[src/rtl/uart_sched_pkg.sv]
// Shared state encoding, counter width and elaboration helper for the UART TX scheduler.
package uart_sched_pkg;

    typedef enum logic [1:0] {
        IDLE      = 2'd0,
        LAUNCH    = 2'd1,
        WAIT_DONE = 2'd2
    } sched_state_e;

    localparam int WORDS_SENT_W = 16;

    // Bits needed to index 'value' items; never less than one so single-bit ids stay legal.
    function automatic int clog2(input int value);
        int result;
        int remaining;
        result    = 0;
        remaining = value - 1;
        while (remaining > 0) begin
            result++;
            remaining = remaining >> 1;
        end
        if (result < 1) begin
            result = 1;
        end
        return result;
    endfunction

endpackage

[src/rtl/rr_arbiter.sv]
// Combinational round-robin pick: first requester after the last winner, wrapping modulo NUM_REQ.
module rr_arbiter
    import uart_sched_pkg::*;
#(
    parameter int NUM_REQ = 2,
    parameter int ID_W    = clog2(NUM_REQ)
) (
    input  logic [NUM_REQ-1:0] req_i,
    input  logic [ID_W-1:0]    last_i,
    output logic [ID_W-1:0]    winner_o,
    output logic               any_req_o
);

    // Walk the candidates from farthest to nearest so the nearest set request overrides.
    always_comb begin
        winner_o = '0;
        for (int i = NUM_REQ; i >= 1; i--) begin
            if (req_i[(int'(last_i) + i) % NUM_REQ]) begin
                winner_o = ID_W'((int'(last_i) + i) % NUM_REQ);
            end
        end
    end

    assign any_req_o = |req_i;

endmodule

[src/rtl/uart_tx_scheduler.sv]
// Round-robin scheduler sharing one UART transmitter between NUM_REQ word sources.
// Optional txDone watchdog enabled by defining UART_TX_TIMEOUT_EN.
module uart_tx_scheduler
    import uart_sched_pkg::*;
#(
    parameter int NUM_REQ     = 2,
    parameter int DATA_W      = 32,
    parameter int TIMEOUT_CYC = 40000
) (
    input  logic                        PCLK,
    input  logic                        PRESET,
    input  logic [NUM_REQ-1:0]          req_valid,
    input  logic [NUM_REQ*DATA_W-1:0]   req_data,
    output logic [NUM_REQ-1:0]          req_ready,
    output logic                        tx_start,
    output logic [DATA_W-1:0]           tx_data,
    input  logic                        TxBusy,
    input  logic                        txDone,
    output logic [clog2(NUM_REQ)-1:0]   grant_id,
    output logic                        sched_busy,
    output logic [WORDS_SENT_W-1:0]     words_sent,
    output logic                        timeout_err
);

    localparam int ID_W = clog2(NUM_REQ);

    sched_state_e            state_q, state_d;
    logic [ID_W-1:0]         lastId_q, lastId_d;
    logic [ID_W-1:0]         grantId_q, grantId_d;
    logic [ID_W-1:0]         winnerId;
    logic                    anyReq;
    logic [NUM_REQ-1:0]      reqReady_q, reqReady_d;
    logic                    txStart_q, txStart_d;
    logic [DATA_W-1:0]       txData_q, txData_d;
    logic [WORDS_SENT_W-1:0] wordsSent_q, wordsSent_d;
    logic                    timeoutHit;

    rr_arbiter #(
        .NUM_REQ (NUM_REQ),
        .ID_W    (ID_W)
    ) uArbiter (
        .req_i     (req_valid),
        .last_i    (lastId_q),
        .winner_o  (winnerId),
        .any_req_o (anyReq)
    );

`ifdef UART_TX_TIMEOUT_EN
    localparam int TMR_W = (clog2(TIMEOUT_CYC) < 16) ? 16 : clog2(TIMEOUT_CYC);
    localparam logic [TMR_W-1:0] TMR_LAST = TMR_W'(TIMEOUT_CYC - 1);

    logic [TMR_W-1:0] waitCnt_q, waitCnt_d;
    logic             timeoutErr_q, timeoutErr_d;

    // The wait counter restarts while launching so it reads zero in the first WAIT_DONE cycle.
    always_comb begin
        waitCnt_d    = waitCnt_q;
        timeoutErr_d = timeoutErr_q | timeoutHit;
        if (state_q == LAUNCH) begin
            waitCnt_d = '0;
        end else if (state_q == WAIT_DONE) begin
            waitCnt_d = waitCnt_q + 1'b1;
        end
    end

    always_ff @(posedge PCLK or posedge PRESET) begin
        if (PRESET) begin
            waitCnt_q    <= '0;
            timeoutErr_q <= 1'b0;
        end else begin
            waitCnt_q    <= waitCnt_d;
            timeoutErr_q <= timeoutErr_d;
        end
    end

    assign timeoutHit  = (state_q == WAIT_DONE) && !txDone && (waitCnt_q == TMR_LAST);
    assign timeout_err = timeoutErr_q;
`else
    logic unusedTimeoutCfg;

    assign unusedTimeoutCfg = ^32'(TIMEOUT_CYC);
    assign timeoutHit       = 1'b0;
    assign timeout_err      = 1'b0;
`endif

    // Grant, launch and completion decisions; a txDone wins over an expiring watchdog.
    always_comb begin
        state_d     = state_q;
        lastId_d    = lastId_q;
        grantId_d   = grantId_q;
        reqReady_d  = '0;
        txStart_d   = 1'b0;
        txData_d    = txData_q;
        wordsSent_d = wordsSent_q;
        case (state_q)
            IDLE: begin
                if (anyReq && !TxBusy) begin
                    state_d              = LAUNCH;
                    lastId_d             = winnerId;
                    grantId_d            = winnerId;
                    reqReady_d[winnerId] = 1'b1;
                    txData_d             = req_data[winnerId*DATA_W +: DATA_W];
                end
            end
            LAUNCH: begin
                txStart_d = 1'b1;
                state_d   = WAIT_DONE;
            end
            WAIT_DONE: begin
                if (txDone) begin
                    wordsSent_d = wordsSent_q + 1'b1;
                    state_d     = IDLE;
                end else if (timeoutHit) begin
                    state_d = IDLE;
                end
            end
            default: state_d = IDLE;
        endcase
    end

    // Pointer resets to the last requester so requester 0 has first priority.
    always_ff @(posedge PCLK or posedge PRESET) begin
        if (PRESET) begin
            state_q     <= IDLE;
            lastId_q    <= ID_W'(NUM_REQ - 1);
            grantId_q   <= '0;
            reqReady_q  <= '0;
            txStart_q   <= 1'b0;
            txData_q    <= '0;
            wordsSent_q <= '0;
        end else begin
            state_q     <= state_d;
            lastId_q    <= lastId_d;
            grantId_q   <= grantId_d;
            reqReady_q  <= reqReady_d;
            txStart_q   <= txStart_d;
            txData_q    <= txData_d;
            wordsSent_q <= wordsSent_d;
        end
    end

    assign req_ready  = reqReady_q;
    assign tx_start   = txStart_q;
    assign tx_data    = txData_q;
    assign grant_id   = grantId_q;
    assign sched_busy = (state_q != IDLE);
    assign words_sent = wordsSent_q;

endmodule

[config.mk]
export PLATFORM = sky130hd
export DESIGN_NAME = uart_tx_scheduler
export DESIGN_NICKNAME = d
export VERILOG_FILES = /design/src/rtl/uart_sched_pkg.sv /design/src/rtl/rr_arbiter.sv /design/src/rtl/uart_tx_scheduler.sv
export SDC_FILE = /design/constraint.sdc
export NUM_CORES = 1
export LEC_CHECK = 0
export CAP_MARGIN = 10
export CORE_ASPECT_RATIO = 1.5
export CORE_MARGIN = 2
export CORE_UTILIZATION = 42
export CTS_CLUSTER_DIAMETER = 80
export DETAILED_ROUTE_END_ITERATION = 7
export GPL_TIMING_DRIVEN = 0
export PLACE_DENSITY = 0.94
export SLEW_MARGIN = 20
export SYNTH_ARGS = -nofsm -noshare
export SYNTH_HDL_FRONTEND = slang
export SYNTH_SLANG_ARGS = --single-unit
[constraint.sdc]
create_clock -name PCLK -period 3.3 [get_ports PCLK]
set_input_delay 0.66 -clock PCLK [delete_from_list [all_inputs] [get_ports PCLK]]
set_output_delay 0.66 -clock PCLK [all_outputs]
set_load 0.01 [all_outputs]
[Word-level counts from Yosys, hierarchy flattened]
Index checks and enable logic that the tools add are counted.
Word-level totals
  register bits after elaboration: 55
Cells by class
  $add $sub $neg: 3
  reduce and logical (&&, ||, !) cells: 9
  shift-type cells: 1
  muxes and demuxes: 16
  bitwise logic cells: 2
  equal/unequal tests: 4
  order comparisons: 4
Operators by type and width (number)
  $shiftx 64x7->32: 1
  $add 16x1->16 const B: 1
  $mux 1: 10
  $mux 2: 4
  $lt 2x3->1 const B: 2
  $pmux 2 s3: 1
  $reduce_and 2->1: 3
  $ne 2x2->1 const B: 2
  $add 1x1->1 const B: 2
  $and 1x1->1 const A: 2
  $eq 2x1->1 const B: 1
  $eq 2x2->1 const B: 1
  $logic_and 1x1->1: 2
  $logic_not 2->1: 1
  $lt 1x2->1 const B: 1
  $reduce_bool 2->1: 1
  $reduce_or 2->1: 1
  $demux 1 s1: 1
  $ge 1x1->1 const B: 1
  $logic_not 1->1: 1

[Longest topological paths before layout]
Gate-level depths: netlist of the first run.
  word-level depth: 13
  gate-level depth with buffers: 6

[Cells and area by module]
A second synthesis of the first run with hierarchy kept.
Second synthesis, totals
  cells, all modules: 219
  area, all modules: 2444.8 um^2
Modules (own cells, without submodules)
  uart_tx_scheduler: area each 2431.1 um^2, instances 1, cells each 217
  rr_arbiter: area each 13.8 um^2, instances 1, cells each 2

[Worst setup path before layout of the first run]
Ideal clock, no wire load.
  path type: input -> register
  start point: input TxBusy
  end point: register txData_q[17], in the netlist tx_data[17]
  stages: 5
  data arrival time: 1.522 ns
  buffers on the path: 1
  slack: 1.651 ns
  cells stage by stage: nor3_1 > o21ai_1 > buf_2 > a222oi_1 > inv_1
Between the ends
  longest elaborated chain between the ends: 3
Ends and longest elaborated chain
  start, declared: line uart_tx_scheduler.sv:17  | input logic TxBusy,
  $logic_not 1->1: line uart_tx_scheduler.sv:97  | if (anyReq && !TxBusy) begin
  $logic_and 1x1->1: line uart_tx_scheduler.sv:97
  $reduce_and 2->1 (no source line)
  end signal, assigned: line uart_tx_scheduler.sv:137  | txData_q <= txData_d;
  end, declared: line uart_tx_scheduler.sv:34  | logic [DATA_W-1:0] txData_q, txData_d;
No other way between the ends.
A chain may end at the register's enable or synchronous reset.

[Worst setup path in the final report of the first run]
  start point: register state_q[0]
  end point: output sched_busy
Between the ends
  longest elaborated chain between the ends: 1
Ends and longest elaborated chain
  start, declared: line uart_tx_scheduler.sv:27  | sched_state_e state_q, state_d;
  start signal, assigned: line uart_tx_scheduler.sv:132  | state_q <= state_d;
  $reduce_bool 2->1: line uart_tx_scheduler.sv:146  | assign sched_busy = (state_q != IDLE);
  end, declared: line uart_tx_scheduler.sv:20  | output logic sched_busy,
No other way between the ends.

==> results of run 1 <==
-- worst reg2reg max path: stages (launching register included) --
cell	delay, ns
dfrtp_1	0.45
nor3_1	0.27
o21ai_1	0.26
buf_2	0.26
a222oi_1	0.39
inv_1	0.09
-- through the flow --
step                      power (mW)  hold WS (ns)  area (µm²)  utilization [%]  setup WS [ns]
final                          2.493        0.4766        3696            68.86          1.099
after global routing           2.637        0.4995        3696            68.86          1.011
after CTS                      2.517        0.4846        3696            68.86          1.098
after detailed placement       2.136        0.4678        3605            67.16         0.8704
after global placement         2.075        0.4633        3602            67.11         0.3184
after floorplan                1.493        0.4818        2293                -          1.299
-- power groups by stage --
stage	Sequential, mW	Clock [mW]	Combinational, mW
after floorplan	1.15	0	0.346
final	1.05	0.376	1.07
after global routing	1.07	0.419	1.15
after detailed placement	1.06	0	1.08
after CTS	1.04	0.393	1.08
after global placement	1.04	0	1.04
-- state kept, by name, summed over array words and instances (netlist names) --
| signal | count |
|---|---|
| req_ready | 2 |
| tx_start | 1 |
| grant_id | 1 |
| tx_data | 32 |
| lastId_q | 1 |
| words_sent | 16 |
| state_q | 2 |
-- cells in the mapped netlist, types with 2 or more instances --
library cell / number / area share (%)
dfrtp_1: 54 / 59
inv_1: 36 / 5.9
a222oi_1: 32 / 14
xnor2_1: 12 / 4.6
nand2_1: 9 / 1.5
buf_2: 5 / 1.1
nand3_1: 5 / 1.1
nand4_1: 5 / 1.4
nor2_1: 5 / 0.82
and3_1: 3 / 0.82
buf_6: 3 / 1.5
xor2_1: 3 / 1.1
and4_1: 2 / 0.76
clkbuf_1: 2 / 0.33
-- final timing paths --
check / endpoint / slack (ns) / cells after the start
hold / removal: words_sent[15]$_DFFE_PP0P_ / 0.48 / 1
setup / recovery: sched_busy / 1.10 / 2
setup reg to reg: tx_data[22]$_DFFE_PP0P_ / 1.45 / 5
max in group asynchronous: tx_data[0]$_DFFE_PP0P_ / 2.04 / 2
min in group asynchronous: tx_data[16]$_DFFE_PP0P_ / 0.83 / 2
hold reg to reg: words_sent[15]$_DFFE_PP0P_ / 0.48 / 1
-- cell families (layout without fill, tap and decap cells) --
kind of cell    count (synthesis)  count (layout)  share of synthesized area [%]
simple gates                   37              37                          8.784
buf+inv                        47             177                          9.111
fa+ha+maj                       1               1                         0.5455
flops                          55              55                          60.07
xor+xnor                       15              15                          5.728
other cells                     1               1                         0.1635
compound gates                 35              35                          15.60
-- metal layers --
| layer | vias to the layer above | wire length (µm) | GRT usage (%) |
|---|---|---|---|
| li1 | 946 | - | - |
| met1 | 987 | 2432 | 22.37 |
| met2 | 101 | 3390 | 38.54 |
| met3 | 21 | 566 | 5.959 |
| met4 | 0 | 209 | 10.11 |
| met5 | - | 0 | 0 |
-- final cells by class --
cell class	count	area (µm²)
multi-input cells	89	706.9
well taps	70	87.58
inverters	36	137.6
clock inverters	1	5.005
plain buffers	11	73.82
flip-flops and latches	55	1378
repair buffers	122	1221
clock buffers	7	86.33
fillers	384	1672
==> run metrics, run 1 <==
IO Port Bufs 122; Horiz. Die Dim between 60 and 70 µm; ys flop type dfrtp_1; # setup viols final 0; DR DRC count 0; Post-Syn Area per Cell between 10 and 15 µm²; grt ovf 0; P&R area growth vs syn 61.16%; worst hold path type reg2reg; CP Buf/Inv Count 1; largest net degree at the start of global routing 56; top cell family by delay on the critical path buffers and inverters; status complete, no violations; Via density 5.256; most frequent cells in the layout clkdlybuf4s50_1 (122), dfrtp_1 (54), inv_1 (35); num rows 33; Detailed Routing Iterations Pass 1 5; RSZ-0062 raised after global routing no; synthesized flop and latch total between 50 and 60; area of the mapped netlist 0.002293 mm²; first-pass GRT wire length approximately 10 mm; Clock Pin Slew Worst Setup and Hold Paths 0.09 ns; # nets final between 300 and 400; Worst Path Arrival 1.54 ns; TritonCTS Buffers 5; Initial Util 42.73%; # hold bufs at CTS 0; Tot GR Track Use between 20% and 30%; ys async rst share 100.0%; post-route ant nets 0; routed vias 2055; sequential element share of the synthesized area 60.07%; Rel. slew slack 55.70%; # resized after CTS 0; fraction of power consumed by sequential logic 42.0%; drt wl/cell 16.87 µm; TNS Setup 0 ns; fin. max-slew vios 0; worst slew pin tran between 0.6 and 0.7 ns; CTS HTree Levels 2; Die Span Y 94.51 µm; diode count 0; pwr/cell area 674.6 mW/mm²; Post CTS Setup Buffer Count 0; Net Count, Synth between 200 and 300; worst path cell trace or2_4 -> clkdlybuf4s50_1; Final Hold Fails 0; slowest stage delay, CP 0.50 ns; Worst VDD drop ~0.29 mV; Clock power frac about 15%; most common cell after layout, fill and taps aside clkdlybuf4s50_1; leakage power 1.707 nW; Net Sw Power around 800 µW; GPL Wtd Cong ~0.80; antenna violations before repair 0; Worst Skew ~0.0087 ns; CTS root buffer clkbuf_8; Post-synth EDFFs 0; placed insts roughly 380; clock buffer depth 2; fin cells 391; Critical Path End Type output pin; synth unique cells 29; min-delay src words_sent[15]$_DFFE_PP0P_; critical path's slowest cell clkdlybuf4s50_1; Crit Path Max Fanout 6; HPWL Detailed 4.997 mm; final WL 6.598 mm; Startpoint Class flip-flop; combinational fraction of design power 42.9%; core area 0.005368 mm²; Initial DRC Count between 200 and 250; Clock Latency Late Sink 0.30 ns; clock sink total between 50 and 60; num ports 124; crit path launch state_q[0]$_DFFE_PP0P_; crit share post-route approximately 67%; sw frac 31.41%; Synth warnings 0; Max Cap Viol 0; CP Class reg2out; CTS tree built; Cells after Synth 191; min Tclk post-route 2.201 ns; fmax about 450 MHz; reg2reg start state_q[0]$_DFFE_PP0P_; vias in the first global route 2020; WP data required 2.64 ns; cell-internal power 1.710 mW; Die ar. between 0.006 and 0.007 mm²; share of layout cells above drive strength 1 6.542%
No activity file was read; power rests on OpenSTA's default activity.
==> run 2: changes to the inputs <==
CORE_UTILIZATION = 39   (was 42)
PLACE_DENSITY = 0.88   (was 0.94)
clock period = 2.22 ns   (was 3.3 ns; I/O delays follow)
==> run metrics, run 2 (same netlist as run 1, synthesis figures left out) <==
TritonCTS Buffers 5 (unchanged); slowest stage delay, CP 0.50 ns (about the same); Critical Path End Type output pin; share of layout cells above drive strength 1 6.854% (+0.31 points); HPWL Detailed 5.011 mm (+0.29%); worst path cell trace or2_4 -> clkdlybuf4s50_1; Fin Hold WS 0.4800 ns (+0.003421 ns); min Tclk post-route ~2.0 ns; worst slew pin tran 0.6736 ns (+0.009070 ns); clock buffer depth 2 (unchanged); Initial Util 39.93% (-2.8 points); num ports 124 (unchanged); Initial DRC Count 198 (-19%); most common cell after layout, fill and taps aside clkdlybuf4s50_1; Worst VDD drop 0.4766 mV (+66%); fill count 436 (+14%); Crit Path Max Fanout 6 (unchanged); # resized after CTS 0 (unchanged); Die Span Y 97.92 µm (+3.6%); CTS root buffer clkbuf_8; Post CTS Setup Buffer Count 0 (unchanged); GPL Wtd Cong 0.7865 (-1.6%); Detailed Routing Iterations Pass 1 7 (+2); first-pass GRT wire length 10.14 mm (+2.2%); drt wl/cell 16.67 µm (-1.2%); DR DRC count 0 (unchanged); post-route ant nets 0 (unchanged); Startpoint Class flip-flop; Horiz. Die Dim 66.62 µm (+3.5%); final WL 6.550 mm (-0.73%); # nets final 391 (unchanged); vias in the first global route 2087 (+3.3%); CTS HTree Levels 2 (unchanged); status complete, no violations; CP Buf/Inv Count 1 (unchanged); IO Port Bufs 122 (unchanged); Max Cap Viol 0 (unchanged); crit share post-route 88.81%; Rel. slew slack 55.09% (-0.60 points); leakage power 1.706 nW (about the same); core area 0.005743 mm² (+7.0%); antenna violations before repair 0 (unchanged); most frequent cells in the layout clkdlybuf4s50_1 (122), dfrtp_1 (54), inv_1 (35); WP data required 1.78 ns (-0.86 ns); area of the multi-input gates 706.9 µm² (unchanged); Final Hold Fails 0 (unchanged); largest net degree at the start of global routing 56 (unchanged); RSZ-0062 raised after global routing no; CTS tree built; Register Area 0.001378 mm² (unchanged); Clock Latency Late Sink 0.30 ns (about the same); pwr/cell area 1001 mW/mm² (+48%); fmax 507.2 MHz; num rows 34 (+3.0%); max FFs per register 32 (unchanged); diode count 0 (unchanged); top cell family by delay on the critical path buffers and inverters; grt ovf 0 (unchanged); Die ar. 0.006523 mm² (+7.3%); CP Class reg2out; critical path's slowest cell clkdlybuf4s50_1; worst hold path type reg2reg; P&R area growth vs syn 61.59%; Worst Path Arrival 1.53 ns (about the same); fin. max-slew vios 0 (unchanged); # hold bufs at CTS 0 (unchanged); Tot GR Track Use 20.00% (-1.2 points); clock sink total 55 (unchanged); Clock Pin Slew Worst Setup and Hold Paths 0.10 ns (about the same); Via density 5.234 (-0.41%); Final Cell Area 0.003706 mm² (+0.27%); # setup viols final 0 (unchanged); Worst Skew 0.01005 ns (+0.001359 ns); DP Area 0.003607 mm² (about the same); routed vias 2057 (+0.097%)
## run 2: changes by cell type in the layout (fill, tap and decap cells not counted)
cell | previous run | this run
clkbuf_1 | 3 | 2
clkinv_2 | 1 | 0
clkinv_4 | 0 | 1
clkinvlp_4 | 0 | 1
## run 2: layer usage
layer  GRT usage (%)  part of all wire, %  wire, µm  vias to the layer above
met5               0                    0         0                        -
met4           5.965                  1.7       110                        0
met3           5.069                  7.7       506                       12
met2           38.08                   54      3547                       92
met1           20.61                   36      2384                     1001
li1                -                    -         -                      952
## run 2: final cells by class
| cell class | instances | area share [%] |
|---|---|---|
| flip-flops and latches | 55 | 37.17 |
| repair buffers | 122 | 32.95 |
| multi-input cells | 89 | 19.07 |
| inverters | 36 | 3.714 |
| well taps | 72 | 2.431 |
| clock buffers | 6 | 2.228 |
| plain buffers | 11 | 1.992 |
| clock inverters | 2 | 0.4389 |
## run 2: stage by stage
step	setup slack [ns]	instances	power, mW	setup TNS [ns]	util, %
final	0.2483	393	3.711	0	64.53
after global routing	0.1897	393	3.925	0	64.53
after CTS	0.2334	393	3.737	0	64.53
after detailed placement	-0.03734	385	3.156	-0.03734	62.81
after global placement	-0.5550	385	3.089	-30.00	62.77
after floorplan	0.4347	191	2.220	0	-
## run 2: path summary, 6_finish.rpt
check	start	end	slack, ns	depth (start not counted)
worst min-delay path	words_sent[15]$_DFFE_PP0P_	words_sent[15]$_DFFE_PP0P_	0.48	1
max in group asynchronous	PRESET	words_sent[9]$_DFFE_PP0P_	1.18	2
worst max register to register	state_q[0]$_DFFE_PP0P_	tx_data[24]$_DFFE_PP0P_	0.39	5
worst min register to register	words_sent[15]$_DFFE_PP0P_	words_sent[15]$_DFFE_PP0P_	0.48	1
min in group asynchronous	PRESET	words_sent[7]$_DFFE_PP0P_	0.58	2
worst max-delay path	state_q[0]$_DFFE_PP0P_	sched_busy	0.25	2
## run 2: report_power, final
part / switching (mW) / internal [mW] / total (mW)
clock: 0.327 / 0.255 / 0.583
combinational: 0.629 / 0.948 / 1.58
sequential: 0.212 / 1.34 / 1.55
total: 1.17 / 2.54 / 3.71
==> run 3: changes to the inputs <==
CORE_ASPECT_RATIO = not set   (was 1.5)
SLEW_MARGIN = not set   (was 20)
==> run metrics, run 3 (same netlist as run 1, synthesis figures left out) <==
status complete, no violations; min Tclk post-route 1.975 ns (+0.003266 ns); diode count 0 (unchanged); Initial DRC Count 173 (-13%); fraction of power consumed by sequential logic 42.4% (+0.6 points); most frequent cells in the layout clkdlybuf4s50_1 (122), dfrtp_1 (54), inv_1 (35); area of the multi-input gates 706.9 µm² (unchanged); worst slew pin tran 0.7584 ns (+0.08481 ns); TNS Setup 0 ns (unchanged); HPWL Detailed 4.964 mm (-0.94%); largest net degree at the start of global routing 31 (-45%); CTS tree built; fin cells 394 (+0.25%); most common cell after layout, fill and taps aside clkdlybuf4s50_1; num rows 27 (-21%); final WL 6.587 mm (+0.56%); CP Buf/Inv Count 1 (unchanged); pwr/cell area 991.4 mW/mm² (-1.0%); CTS root buffer clkbuf_8; critical path's slowest cell clkdlybuf4s50_1; WP data required 1.78 ns (about the same); Rel. slew slack 49.44% (-5.7 points); Detailed Routing Iterations Pass 1 6 (-1); slowest stage delay, CP 0.49 ns (about the same); P&R area growth vs syn 61.76%; Worst VDD drop 0.5077 mV (+6.5%); Via density 5.307 (+1.4%); share of layout cells above drive strength 1 6.832% (-0.021 points); crit share post-route 88.96% (+0.15 points); top cell family by delay on the critical path buffers and inverters; routed vias 2091 (+1.7%); Register Area 0.001378 mm² (unchanged); max FFs per register 32 (unchanged); Net Sw Power 1.164 mW (-0.39%); # hold bufs at CTS 0 (unchanged); GPL Wtd Cong 0.7434 (-5.5%); Worst Skew 0.005747 ns (-0.004299 ns); cell-internal power 2.513 mW (-1.1%); Die ar. 0.006510 mm² (-0.20%); Worst Path Arrival 1.53 ns (about the same); DP Area 0.003625 mm² (+0.49%); vias in the first global route 2037 (-2.4%); # setup viols final 0 (unchanged); IO Port Bufs 122 (unchanged); RSZ-0062 raised after global routing no; Die Span Y 80.69 µm (-18%); CP Class reg2out; worst hold path type reg2reg; fill count 436 (unchanged); Critical Path End Type output pin; # nets final 392 (+0.26%); leakage power 1.709 nW (+0.17%); Horiz. Die Dim 80.69 µm (+21%); Max Cap Viol 0 (unchanged); antenna violations before repair 0 (unchanged); Clock power frac 14.7% (-1.0 points); post-route ant nets 0 (unchanged); fin. max-slew vios 0 (unchanged); Crit Path Max Fanout 6 (unchanged); clock buffer depth 2 (unchanged); Clock Latency Late Sink 0.30 ns (about the same); Final Hold Fails 0 (unchanged); combinational fraction of design power 42.9% (+0.4 points); total power draw 3.678 mW (-0.91%); Clock Pin Slew Worst Setup and Hold Paths 0.09 ns (about the same); first-pass GRT wire length 10.18 mm (+0.40%); Final Cell Area 0.003710 mm² (+0.10%); drt wl/cell 16.72 µm (+0.31%); clock sink total 55 (unchanged); Initial Util 40.90% (+0.96 points); CTS HTree Levels 2 (unchanged); sw frac 31.66% (+0.16 points); TritonCTS Buffers 5 (unchanged); Startpoint Class flip-flop; final core occ 66.15% (+1.6 points); num ports 124 (unchanged); Tot GR Track Use 20.68% (+0.68 points); core area 0.005608 mm² (-2.4%); grt ovf 0 (unchanged); DR DRC count 0 (unchanged); worst path cell trace or2_4 -> clkdlybuf4s50_1; # resized after CTS 0 (unchanged); placed insts 386 (+0.26%); fmax 506.4 MHz (-0.17%); Post CTS Setup Buffer Count 0 (unchanged)
[run 3: changes by cell type in the layout (fill, tap and decap cells not counted), sizes merged]
cell  delta
buf      +1
[run 3: layout make-up]
type | instances | share of cell area, %
multi-input combinational | 89 | 19.06
clock buffer | 6 | 1.956
buffer | 11 | 1.990
inverter | 36 | 3.643
tap | 72 | 2.428
sequential | 55 | 37.13
clock inverter | 2 | 0.3373
timing repair buffer | 123 | 33.46
[run 3: through the flow]
step	setup WS [ns]	hold WS [ns]
5_1_grt	0.1683	0.5026
3_5_place_dp	-0.04817	0.4728
3_3_place_gp	-0.6033	0.4639
6_report	0.2451	0.4908
2_1_floorplan	0.4347	0.4818
4_1_cts	0.2344	0.4870
[run 3: power groups by stage]
stage	clock network (mW)	logic, mW	registers [mW]
floorplan	0	0.514	1.71
global placement	0	1.54	1.55
detailed placement	0	1.59	1.58
CTS	0.559	1.60	1.56
global route	0.607	1.70	1.60
finish	0.540	1.58	1.56
[run 3: per-layer routing]
layer	track usage, %	part of all wire, %
met5	0	0
met3	5.618	7.7
met4	6.271	1.3
met2	34.58	50
met1	26.13	41
[run 3: path summary, 6_finish.rpt]
kind	from	end	slack (ns)	depth (start not counted)
setup / recovery	state_q[0]$_DFFE_PP0P_	sched_busy	0.25	2
hold / removal	words_sent[15]$_DFFE_PP0P_	words_sent[15]$_DFFE_PP0P_	0.49	1
setup reg to reg	lastId_q$_DFFE_PP1P_	tx_data[3]$_DFFE_PP0P_	0.39	5
hold reg to reg	words_sent[15]$_DFFE_PP0P_	words_sent[15]$_DFFE_PP0P_	0.49	1
max in group asynchronous	PRESET	tx_data[7]$_DFFE_PP0P_	1.16	3
min in group asynchronous	PRESET	tx_data[10]$_DFFE_PP0P_	0.51	2
[run 3: worst register-to-register path: stages, from the launching register on]
cell and delay (ns):
dfstp_2 0.54, inv_1 0.07, a2111oi_4 0.75, buf_6 0.24, a222oi_1 0.11, inv_1 0.07
